--- config.mk ---
export PLATFORM = sky130hd
export DESIGN_NAME = axicb_slv_ooo_ctrl_flat
export DESIGN_NICKNAME = d
export VERILOG_FILES = /design/src/rtl/axicb_slv_ooo_ctrl_pkg.sv /design/src/rtl/axicb_slv_ooo_ctrl_if.sv /design/src/rtl/axicb_slv_ooo_ctrl_slot.sv /design/src/rtl/axicb_slv_ooo_ctrl.sv /design/src/flat_wrapper.sv
export SDC_FILE = /design/constraint.sdc
export NUM_CORES = 1
export LEC_CHECK = 0
export ABC_CLOCK_PERIOD_IN_PS = 5400
export BUFFER_PORTS_ARGS = -buffer_cell sky130_fd_sc_hd__buf_2
export CORE_MARGIN = 2
export CORE_UTILIZATION = 35
export DETAILED_ROUTE_END_ITERATION = 6
export PLACE_DENSITY = 0.53
export SLEW_MARGIN = 25
export SYNTH_ARGS = -nofsm -noshare
export SYNTH_HDL_FRONTEND = slang
export SYNTH_SLANG_ARGS = --single-unit
--- constraint.sdc ---
create_clock -name aclk -period 5.4 [get_ports aclk]
set_clock_uncertainty 0.05 [all_clocks]
set_input_delay 1.08 -clock aclk [delete_from_list [all_inputs] [get_ports aclk]]
set_output_delay 1.08 -clock aclk [all_outputs]
set_load 0.03 [all_outputs]
--- src/rtl/axicb_slv_ooo_ctrl_pkg.sv ---
// -----------------------------------------------------------------------------
// axicb_ooo_pkg
// Shared definitions for the slave-side completion reorder controller:
//   LEN_W      : width of the stored ALEN field
//   IDLE/BUSY  : FSM state encodings of the completion arbiter
//   slot_of()  : ID-to-slot hash (XOR with the master ID mask); callers cast
//                the result down to their slot index width.
// The per-slot entry struct lives in the top level because its field widths
// follow the module parameters (AXI_ID_W, SLV_NB).
// -----------------------------------------------------------------------------
package axicb_ooo_pkg;

   localparam int unsigned LEN_W = 8;

   localparam logic [0:0] IDLE = 1'b0;
   localparam logic [0:0] BUSY = 1'b1;

   function automatic logic [31:0] slot_of(input logic [31:0] id, input logic [31:0] mask);
      return id ^ mask;
   endfunction

endpackage

--- src/rtl/axicb_slv_ooo_ctrl_if.sv ---
// -----------------------------------------------------------------------------
// axicb_slv_ooo_ctrl_if
// Bundles the address-channel tracking, completion-arbiter and status signals
// of axicb_slv_ooo_ctrl.
//   slave  modport : controller view (address/completion inputs, grant outputs)
//   master modport : surrounding crossbar view
// Signals:
//   a_valid/a_ready/a_full/a_len/a_id/a_ix/a_mr : address channel tracking
//   c_en/c_grant/c_mr/c_len/c_id                : completion grant
//   c_valid/c_ready/c_last/c_ch                 : slave completion channels
//   c_lenerr                                    : beat count mismatch pulse
//   ostd_cnt                                    : outstanding entry count
// -----------------------------------------------------------------------------
interface axicb_slv_ooo_ctrl_if #(
   parameter int AXI_ID_W = 8,
   parameter int SLV_NB   = 4,
   parameter int NB_SLOT  = 4,
   parameter int ID_DEPTH = 4,
   parameter int CCH_W    = 8
);
   localparam int OSTD_W = $clog2(NB_SLOT*ID_DEPTH+1);

   logic                    a_valid;
   logic                    a_ready;
   logic                    a_full;
   logic [7:0]              a_len;
   logic [AXI_ID_W-1:0]     a_id;
   logic [SLV_NB-1:0]       a_ix;
   logic                    a_mr;
   logic                    c_en;
   logic [SLV_NB-1:0]       c_grant;
   logic                    c_mr;
   logic [7:0]              c_len;
   logic [AXI_ID_W-1:0]     c_id;
   logic [SLV_NB-1:0]       c_valid;
   logic                    c_ready;
   logic [SLV_NB-1:0]       c_last;
   logic [CCH_W*SLV_NB-1:0] c_ch;
   logic                    c_lenerr;
   logic [OSTD_W-1:0]       ostd_cnt;

   modport slave (
      input  a_valid, a_ready, a_len, a_id, a_ix, a_mr,
      input  c_en, c_valid, c_ready, c_last, c_ch,
      output a_full, c_grant, c_mr, c_len, c_id, c_lenerr, ostd_cnt
   );

   modport master (
      output a_valid, a_ready, a_len, a_id, a_ix, a_mr,
      output c_en, c_valid, c_ready, c_last, c_ch,
      input  a_full, c_grant, c_mr, c_len, c_id, c_lenerr, ostd_cnt
   );

endinterface

--- src/rtl/axicb_slv_ooo_ctrl_slot.sv ---
// -----------------------------------------------------------------------------
// axicb_ooo_slot
// One per-ID-slot queue: DEPTH-entry FIFO with an extra pointer MSB to tell
// full from empty. Push and pop in the same cycle are both performed; the
// caller only pushes into a full queue when it pops in the same cycle.
// Ports:
//   aclk, areset (async, active high), srst (sync clear)
//   push/din     : write an entry
//   pop          : retire the head entry
//   dout         : head entry (valid when !empty)
//   full/empty   : occupancy flags
// -----------------------------------------------------------------------------
module axicb_ooo_slot #(
   parameter int unsigned W     = 8,
   parameter int unsigned DEPTH = 4
) (
   input  logic         aclk,
   input  logic         areset,
   input  logic         srst,
   input  logic         push,
   input  logic         pop,
   input  logic [W-1:0] din,
   output logic [W-1:0] dout,
   output logic         full,
   output logic         empty
);
   localparam int unsigned AW = $clog2(DEPTH);

   logic [W-1:0] mem [DEPTH];
   logic [AW:0]  wptr;
   logic [AW:0]  rptr;

   assign empty = (wptr == rptr);
   assign full  = (wptr[AW] != rptr[AW]) && (wptr[AW-1:0] == rptr[AW-1:0]);
   assign dout  = mem[rptr[AW-1:0]];

   always_ff @(posedge aclk or posedge areset) begin
      if (areset) begin
         wptr <= '0;
         rptr <= '0;
      end else if (srst) begin
         wptr <= '0;
         rptr <= '0;
      end else begin
         if (push) wptr <= wptr + 1'b1;
         if (pop)  rptr <= rptr + 1'b1;
      end
   end

   // Storage needs no reset: an entry is only observed once the pointers say so.
   always_ff @(posedge aclk) begin
      if (push) mem[wptr[AW-1:0]] <= din;
   end

endmodule

--- src/rtl/axicb_slv_ooo_ctrl.sv ---
// -----------------------------------------------------------------------------
// axicb_slv_ooo_ctrl
// Per-master completion reorder controller on the crossbar slave side.
// Address attributes are queued per ID slot; a round-robin arbiter grants one
// slot at a time to the slave recorded at its queue head, and holds the grant
// for the whole burst. On the read path returned beats are counted against
// ALEN and a mismatch is flagged.
// Ports:
//   aclk   : clock
//   areset : asynchronous active-high reset
//   srst   : synchronous active-high clear (same effect as areset)
//   bus    : axicb_slv_ooo_ctrl_if.slave (address, completion, status)
// -----------------------------------------------------------------------------
module axicb_slv_ooo_ctrl
   import axicb_ooo_pkg::*;
#(
   parameter int          RD_PATH     = 0,
   parameter int          AXI_ID_W    = 8,
   parameter int          SLV_NB      = 4,
   parameter int          NB_SLOT     = 4,
   parameter int          ID_DEPTH    = 4,
   parameter int unsigned MST_ID_MASK = 'h00,
   parameter int          CCH_W       = 8
) (
   input  logic                  aclk,
   input  logic                  areset,
   input  logic                  srst,
   axicb_slv_ooo_ctrl_if.slave   bus
);
   localparam int unsigned SLOT_W = $clog2(NB_SLOT);
   localparam int unsigned OSTD_W = $clog2(NB_SLOT*ID_DEPTH+1);

   typedef logic [SLOT_W-1:0] slot_t;

   typedef struct packed {
      logic [LEN_W-1:0]    len;
      logic [SLV_NB-1:0]   ix;
      logic                mr;
      logic [AXI_ID_W-1:0] id;
   } ent_t;

   localparam int unsigned ENT_W = $bits(ent_t);

   ent_t               din;
   ent_t               head [NB_SLOT];
   ent_t               hd;
   logic [NB_SLOT-1:0] full;
   logic [NB_SLOT-1:0] empty;
   logic [NB_SLOT-1:0] push;
   logic [NB_SLOT-1:0] pop;
   logic [NB_SLOT-1:0] req;
   slot_t              ch_slot [SLV_NB];
   slot_t              a_slot;
   slot_t              g;
   slot_t              rr_ptr;
   slot_t              rr_idx;
   slot_t              sel;
   logic               found;
   logic [0:0]         state;
   logic [8:0]         beat_cnt;
   logic               lenerr;
   logic [OSTD_W-1:0]  ostd;
   logic               push_ok;
   logic               beat;
   logic               last_hit;
   logic               done;

   // ---------------------------------------------------------------- queues
   assign a_slot  = slot_t'(slot_of(32'(bus.a_id), 32'(MST_ID_MASK)));
   assign push_ok = bus.a_valid && bus.a_ready;

   always_comb begin
      din     = '0;
      din.len = (RD_PATH != 0) ? bus.a_len : '0;
      din.ix  = bus.a_ix;
      din.mr  = bus.a_mr;
      din.id  = bus.a_id;
   end

   for (genvar s = 0; s < NB_SLOT; s++) begin : g_slot
      // A full slot still takes a push in the cycle its head is retired.
      assign push[s] = push_ok && (a_slot == slot_t'(s)) && (!full[s] || pop[s]);
      assign pop[s]  = done && (g == slot_t'(s));

      axicb_ooo_slot #(
         .W     (ENT_W),
         .DEPTH (ID_DEPTH)
      ) u_slot (
         .aclk   (aclk),
         .areset (areset),
         .srst   (srst),
         .push   (push[s]),
         .pop    (pop[s]),
         .din    (din),
         .dout   (head[s]),
         .full   (full[s]),
         .empty  (empty[s])
      );
   end

   assign bus.a_full = full[a_slot];

   // ------------------------------------------------------------- requests
   always_comb begin
      for (int unsigned j = 0; j < SLV_NB; j++) begin
         ch_slot[j] = slot_t'(slot_of(32'(bus.c_ch[j*CCH_W +: AXI_ID_W]), 32'(MST_ID_MASK)));
      end
   end

   // A slot requests only when the slave named by its head entry presents a
   // completion whose ID hashes back to this slot.
   always_comb begin
      req = '0;
      for (int unsigned s = 0; s < NB_SLOT; s++) begin
         for (int unsigned j = 0; j < SLV_NB; j++) begin
            if (!empty[s] && head[s].ix[j] && bus.c_valid[j] && (ch_slot[j] == slot_t'(s)))
               req[s] = 1'b1;
         end
      end
   end

   // ---------------------------------------------------------- round robin
   always_comb begin
      sel    = rr_ptr;
      found  = 1'b0;
      rr_idx = rr_ptr;
      for (int unsigned k = 0; k < NB_SLOT; k++) begin
         rr_idx = rr_ptr + slot_t'(k);
         if (!found && req[rr_idx]) begin
            sel   = rr_idx;
            found = 1'b1;
         end
      end
   end

   // ----------------------------------------------------------- burst FSM
   assign hd       = head[g];
   assign beat     = (state == BUSY) && ((bus.c_valid & hd.ix) != '0) && bus.c_ready;
   assign last_hit = ((bus.c_last & hd.ix) != '0);
   assign done     = beat && last_hit;

   always_ff @(posedge aclk or posedge areset) begin
      if (areset) begin
         state    <= IDLE;
         g        <= '0;
         rr_ptr   <= '0;
         beat_cnt <= '0;
         lenerr   <= 1'b0;
      end else if (srst) begin
         state    <= IDLE;
         g        <= '0;
         rr_ptr   <= '0;
         beat_cnt <= '0;
         lenerr   <= 1'b0;
      end else begin
         lenerr <= 1'b0;
         case (state)
            IDLE: begin
               if (bus.c_en && found) begin
                  g     <= sel;
                  state <= BUSY;
               end
            end
            default: begin
               if (beat) begin
                  if (last_hit) begin
                     state    <= IDLE;
                     rr_ptr   <= slot_t'(g + 1'b1);
                     beat_cnt <= '0;
                     lenerr   <= (RD_PATH != 0) &&
                                 ((beat_cnt + 9'd1) != ({1'b0, hd.len} + 9'd1));
                  end else if (RD_PATH != 0) begin
                     beat_cnt <= beat_cnt + 9'd1;
                  end
               end
            end
         endcase
      end
   end

   // --------------------------------------------------------- outstanding
   always_ff @(posedge aclk or posedge areset) begin
      if (areset) begin
         ostd <= '0;
      end else if (srst) begin
         ostd <= '0;
      end else begin
         case ({|push, |pop})
            2'b10:   ostd <= ostd + 1'b1;
            2'b01:   ostd <= ostd - 1'b1;
            default: ostd <= ostd;
         endcase
      end
   end

   // -------------------------------------------------------------- outputs
   assign bus.c_grant  = (state == BUSY) ? hd.ix : '0;
   assign bus.c_id     = (state == BUSY) ? hd.id : '0;
   assign bus.c_mr     = (state == BUSY) ? hd.mr : 1'b0;
   assign bus.c_len    = ((state == BUSY) && (RD_PATH != 0)) ? hd.len : '0;
   assign bus.c_lenerr = lenerr;
   assign bus.ostd_cnt = ostd;

endmodule
--- src/flat_wrapper.sv ---
// flat-port wrapper written by rule: the top's interface ports become plain ports
module axicb_slv_ooo_ctrl_flat import axicb_ooo_pkg::*;
#(
   parameter int          RD_PATH     = 0,
   parameter int          AXI_ID_W    = 8,
   parameter int          SLV_NB      = 4,
   parameter int          NB_SLOT     = 4,
   parameter int          ID_DEPTH    = 4,
   parameter int unsigned MST_ID_MASK = 'h00,
   parameter int          CCH_W       = 8
)
  (aclk, areset, srst, bus_a_valid, bus_a_ready, bus_a_len, bus_a_id, bus_a_ix, bus_a_mr, bus_c_en, bus_c_valid, bus_c_ready, bus_c_last, bus_c_ch, bus_a_full, bus_c_grant, bus_c_mr, bus_c_len, bus_c_id, bus_c_lenerr, bus_ostd_cnt);
  axicb_slv_ooo_ctrl_if #(.AXI_ID_W(AXI_ID_W), .SLV_NB(SLV_NB), .NB_SLOT(NB_SLOT), .ID_DEPTH(ID_DEPTH), .CCH_W(CCH_W)) bus_i ();
  input  logic aclk;
  input  logic areset;
  input  logic srst;
  input wire logic [$bits(bus_i.a_valid)-1:0] bus_a_valid;
  input wire logic [$bits(bus_i.a_ready)-1:0] bus_a_ready;
  input wire logic [$bits(bus_i.a_len)-1:0] bus_a_len;
  input wire logic [$bits(bus_i.a_id)-1:0] bus_a_id;
  input wire logic [$bits(bus_i.a_ix)-1:0] bus_a_ix;
  input wire logic [$bits(bus_i.a_mr)-1:0] bus_a_mr;
  input wire logic [$bits(bus_i.c_en)-1:0] bus_c_en;
  input wire logic [$bits(bus_i.c_valid)-1:0] bus_c_valid;
  input wire logic [$bits(bus_i.c_ready)-1:0] bus_c_ready;
  input wire logic [$bits(bus_i.c_last)-1:0] bus_c_last;
  input wire logic [$bits(bus_i.c_ch)-1:0] bus_c_ch;
  output wire logic [$bits(bus_i.a_full)-1:0] bus_a_full;
  output wire logic [$bits(bus_i.c_grant)-1:0] bus_c_grant;
  output wire logic [$bits(bus_i.c_mr)-1:0] bus_c_mr;
  output wire logic [$bits(bus_i.c_len)-1:0] bus_c_len;
  output wire logic [$bits(bus_i.c_id)-1:0] bus_c_id;
  output wire logic [$bits(bus_i.c_lenerr)-1:0] bus_c_lenerr;
  output wire logic [$bits(bus_i.ostd_cnt)-1:0] bus_ostd_cnt;
  assign bus_i.a_valid = bus_a_valid;
  assign bus_i.a_ready = bus_a_ready;
  assign bus_i.a_len = bus_a_len;
  assign bus_i.a_id = bus_a_id;
  assign bus_i.a_ix = bus_a_ix;
  assign bus_i.a_mr = bus_a_mr;
  assign bus_i.c_en = bus_c_en;
  assign bus_i.c_valid = bus_c_valid;
  assign bus_i.c_ready = bus_c_ready;
  assign bus_i.c_last = bus_c_last;
  assign bus_i.c_ch = bus_c_ch;
  assign bus_a_full = bus_i.a_full;
  assign bus_c_grant = bus_i.c_grant;
  assign bus_c_mr = bus_i.c_mr;
  assign bus_c_len = bus_i.c_len;
  assign bus_c_id = bus_i.c_id;
  assign bus_c_lenerr = bus_i.c_lenerr;
  assign bus_ostd_cnt = bus_i.ostd_cnt;
  axicb_slv_ooo_ctrl #(.RD_PATH(RD_PATH), .AXI_ID_W(AXI_ID_W), .SLV_NB(SLV_NB), .NB_SLOT(NB_SLOT), .ID_DEPTH(ID_DEPTH), .MST_ID_MASK(MST_ID_MASK), .CCH_W(CCH_W)) u_core (.aclk(aclk), .areset(areset), .srst(srst), .bus(bus_i));
endmodule
==> results.tsv <==
metric	value	unit
status	finished, final reports clean	
maximum VDD drop	0.248	mV
fmax	216	MHz
Routability Congestion	0.872	
Worst Setup Path Type	reg -> reg	
data arrival time of the critical path	4970	ps
CTS Root Cell	clkbuf_16	
H-tree depth	1	
Post-DP HPWL	18400	microns
Ports	96	
clock buffer count from CTS	26	
Post-route DRC	0	
FF-to-FF setup slack	770	ps
Final ANT Viol Nets	0	
Buffers on Ports	54	
post-CTS sizing	0	
Iteration-0 DRC Markers	671	
hold path depth	2	
crit-path max FO	11	
CTS max path bufs	3	
Starting Density	0.357	
Slew @ Worst Pin	848	ps
Reg clk slew, reported paths	60	ps
EDFF count, synth	208	
area of the die	32800	sq um
hold buffers post-CTS	0	
FF-to-FF path depth	19	
drt first pass iters	5	
design area	12600	sq um
maxcap violations	0	
fillers	2803	
setup TNS	0	ps
WL final	28500	microns
Synth cell types	73	
Vias	6418	
Syn. warnings	0	
synthesized cell area	11000	sq um
GRT Total Usage	0.174	
RSZ-0062 raised after global routing	no	
Rows	64	
fin crit share	0.857	
Syn Inst Count	693	
final setup vio count	0	
max-slew violations	0	
power density over the cells	315	nW/um^2
Final Total Pwr	3.97	mW
FFs w/ async S/R, synth	0.140	
most frequent cells in the layout	208 x edfxtp_1, 55 x nor2_1, 54 x buf_2	
initial antenna violation count	2	
DP Area	11800	sq um
pin count of the biggest net entering global routing	36	
Hold Crit Class	reg -> reg	
CTS sink count	242	
CP required	5740	ps
Layout area overhead	15.0	%
crit start category	flip-flop	
Die Width	181	microns
global route overflow	0	
first-pass GRT wire length	42000	microns
Critical Path Sink Type	flip-flop	
final hold slack	512	ps
Max-slew headroom	0.430	
TritonCTS clock tree	built	
#FFs+latches synth	242	
vias in the first global route	6605	
Core Area	30700	sq um
final net count	866	
clk_lat worst skew	550	ps
Final Hold Fails	0	
utilization after layout	0.410	
Tmin final	4630	ps
# Post-CTS Setup Buffers	0	
vias per cell	5.41	
register area share after synthesis	0.647	
P_leak	4.48	nW
Avg Inst Size Synth	15.8	sq um
average routed wire per standard cell	24.0	microns
die height	181	microns
layout cells sized above 1	0.248	
prevailing post-synth register cell	edfxtp_1	
most common cell after layout, fill and taps aside	edfxtp_1	
-- final cells by class --
class	instances	area, sq um	area share
antenna	1	2.50	0.000198
tap	396	495	0.0393
timing repair buffer	82	480	0.0381
multi-input combinational	385	3570	0.283
clock inverter	10	115	0.00912
clock buffer	38	736	0.0583
inverter	33	124	0.00982
sequential	242	7100	0.562
-- flip-flops by register name, indices dropped and copies added (netlist names) --
signal,count
u_core.g_slot.u_slot.mem,208
u_core.g_slot.u_slot.rptr,12
u_core.g_slot.u_slot.wptr,12
u_core.bus.ostd_cnt,5
u_core.g,2
u_core.rr_ptr,2
u_core.state,1
-- Yosys cell counts, types with 2 or more instances --
| cell type | n | area share |
|---|---|---|
| a221oi_1 | 4 | 0.0032 |
| edfxtp_1 | 208 | 0.57 |
| xnor2_1 | 16 | 0.013 |
| nand4_1 | 4 | 0.0023 |
| a21oi_1 | 15 | 0.0068 |
| nand2_1 | 28 | 0.0096 |
| o2111ai_2 | 2 | 0.0027 |
| inv_1 | 32 | 0.011 |
| nor3_1 | 2 | 0.00091 |
| xor2_1 | 12 | 0.0096 |
| nand2b_1 | 8 | 0.0046 |
| nor3_2 | 2 | 0.0018 |
| o32ai_1 | 3 | 0.0024 |
| a211oi_1 | 2 | 0.0014 |
| nand4b_1 | 4 | 0.0032 |
| buf_2 | 5 | 0.0023 |
| buf_6 | 2 | 0.0021 |
| a222oi_1 | 2 | 0.0018 |
| o21a_1 | 3 | 0.0021 |
| a21o_1 | 3 | 0.0021 |
| mux2_2 | 7 | 0.0072 |
| nor2b_1 | 6 | 0.0034 |
| o21ai_0 | 12 | 0.0055 |
| buf_4 | 9 | 0.0062 |
| mux4_2 | 53 | 0.11 |
| o2bb2ai_1 | 3 | 0.0024 |
| and2_1 | 21 | 0.012 |
| dfrtp_1 | 34 | 0.078 |
| mux2_1 | 3 | 0.0031 |
| ha_1 | 27 | 0.031 |
| o41ai_1 | 2 | 0.0016 |
| or3_1 | 5 | 0.0029 |
| buf_1 | 3 | 0.0010 |
| nand3_1 | 8 | 0.0037 |
| nor3b_1 | 2 | 0.0014 |
| o211a_1 | 2 | 0.0018 |
| nor2_1 | 55 | 0.019 |
| clkbuf_1 | 22 | 0.0075 |
| a2111oi_0 | 3 | 0.0024 |
| mux2i_1 | 19 | 0.017 |
| o2111ai_1 | 3 | 0.0024 |
| o21ai_1 | 2 | 0.00091 |
| and3_1 | 3 | 0.0017 |
| o22ai_1 | 3 | 0.0017 |
-- worst paths after layout --
path                                                        end                            start
worst max-delay path                     u_core.bus.ostd_cnt[4]  u_core.g_slot[2].u_slot.rptr[1]
worst min-delay path            u_core.g_slot[0].u_slot.rptr[2]  u_core.g_slot[0].u_slot.rptr[2]
worst max register to register           u_core.bus.ostd_cnt[4]  u_core.g_slot[2].u_slot.rptr[1]
worst min register to register  u_core.g_slot[0].u_slot.rptr[2]  u_core.g_slot[0].u_slot.rptr[2]
max in group asynchronous       u_core.g_slot[2].u_slot.rptr[1]                           areset
min in group asynchronous                u_core.bus.ostd_cnt[2]                           areset
-- cells by family after synthesis --
kind of cell,synth area share
muxes,0.136
xor gates and xnor gates,0.0224
buffers and inverters,0.0303
DFF,0.647
adders and majority gates,0.0326
AOI/OAI and AO/OA,0.0552
and+or+nand+nor,0.0757
other,0.000342
-- power by group --
group	total (mW)	switching, mW	internal (mW)
clock	1.75	0.746	1.01
sequential	2.05	0.00910	2.04
combinational	0.166	0.114	0.0522
total	3.97	0.869	3.10
-- metal layers --
layer  routed length, microns  part of all wire  GRT usage
met4                      519             0.018     0.0358
met1                    12600              0.44      0.241
met5                       13           0.00046          0
met3                     1740             0.061     0.0306
met2                    13700              0.48      0.290
-- through the flow --
step	setup WS, ps	cells
6_report	771	1187
5_1_grt	425	1186
4_1_cts	813	1186
3_5_place_dp	842	1138
3_3_place_gp	909	1138
2_1_floorplan	1540	701
-- worst max-delay path, stage by stage, from the launching register on --
cell      delay (ps)
dfrtp_1          750
mux2_2           440
a222oi_1         640
o21a_1           180
a32o_2           170
o211ai_2         120
and4_4           250
o2111a_1         250
buf_4            180
nor2_1           120
nand2_1          100
inv_1            130
ha_1             270
nor2b_1          140
o21ai_0          140
nand2b_1         130
nand2_1           90
a21oi_1           60
nor3_1           200
nor3_2            70
(Power assumes the default switching activity.)
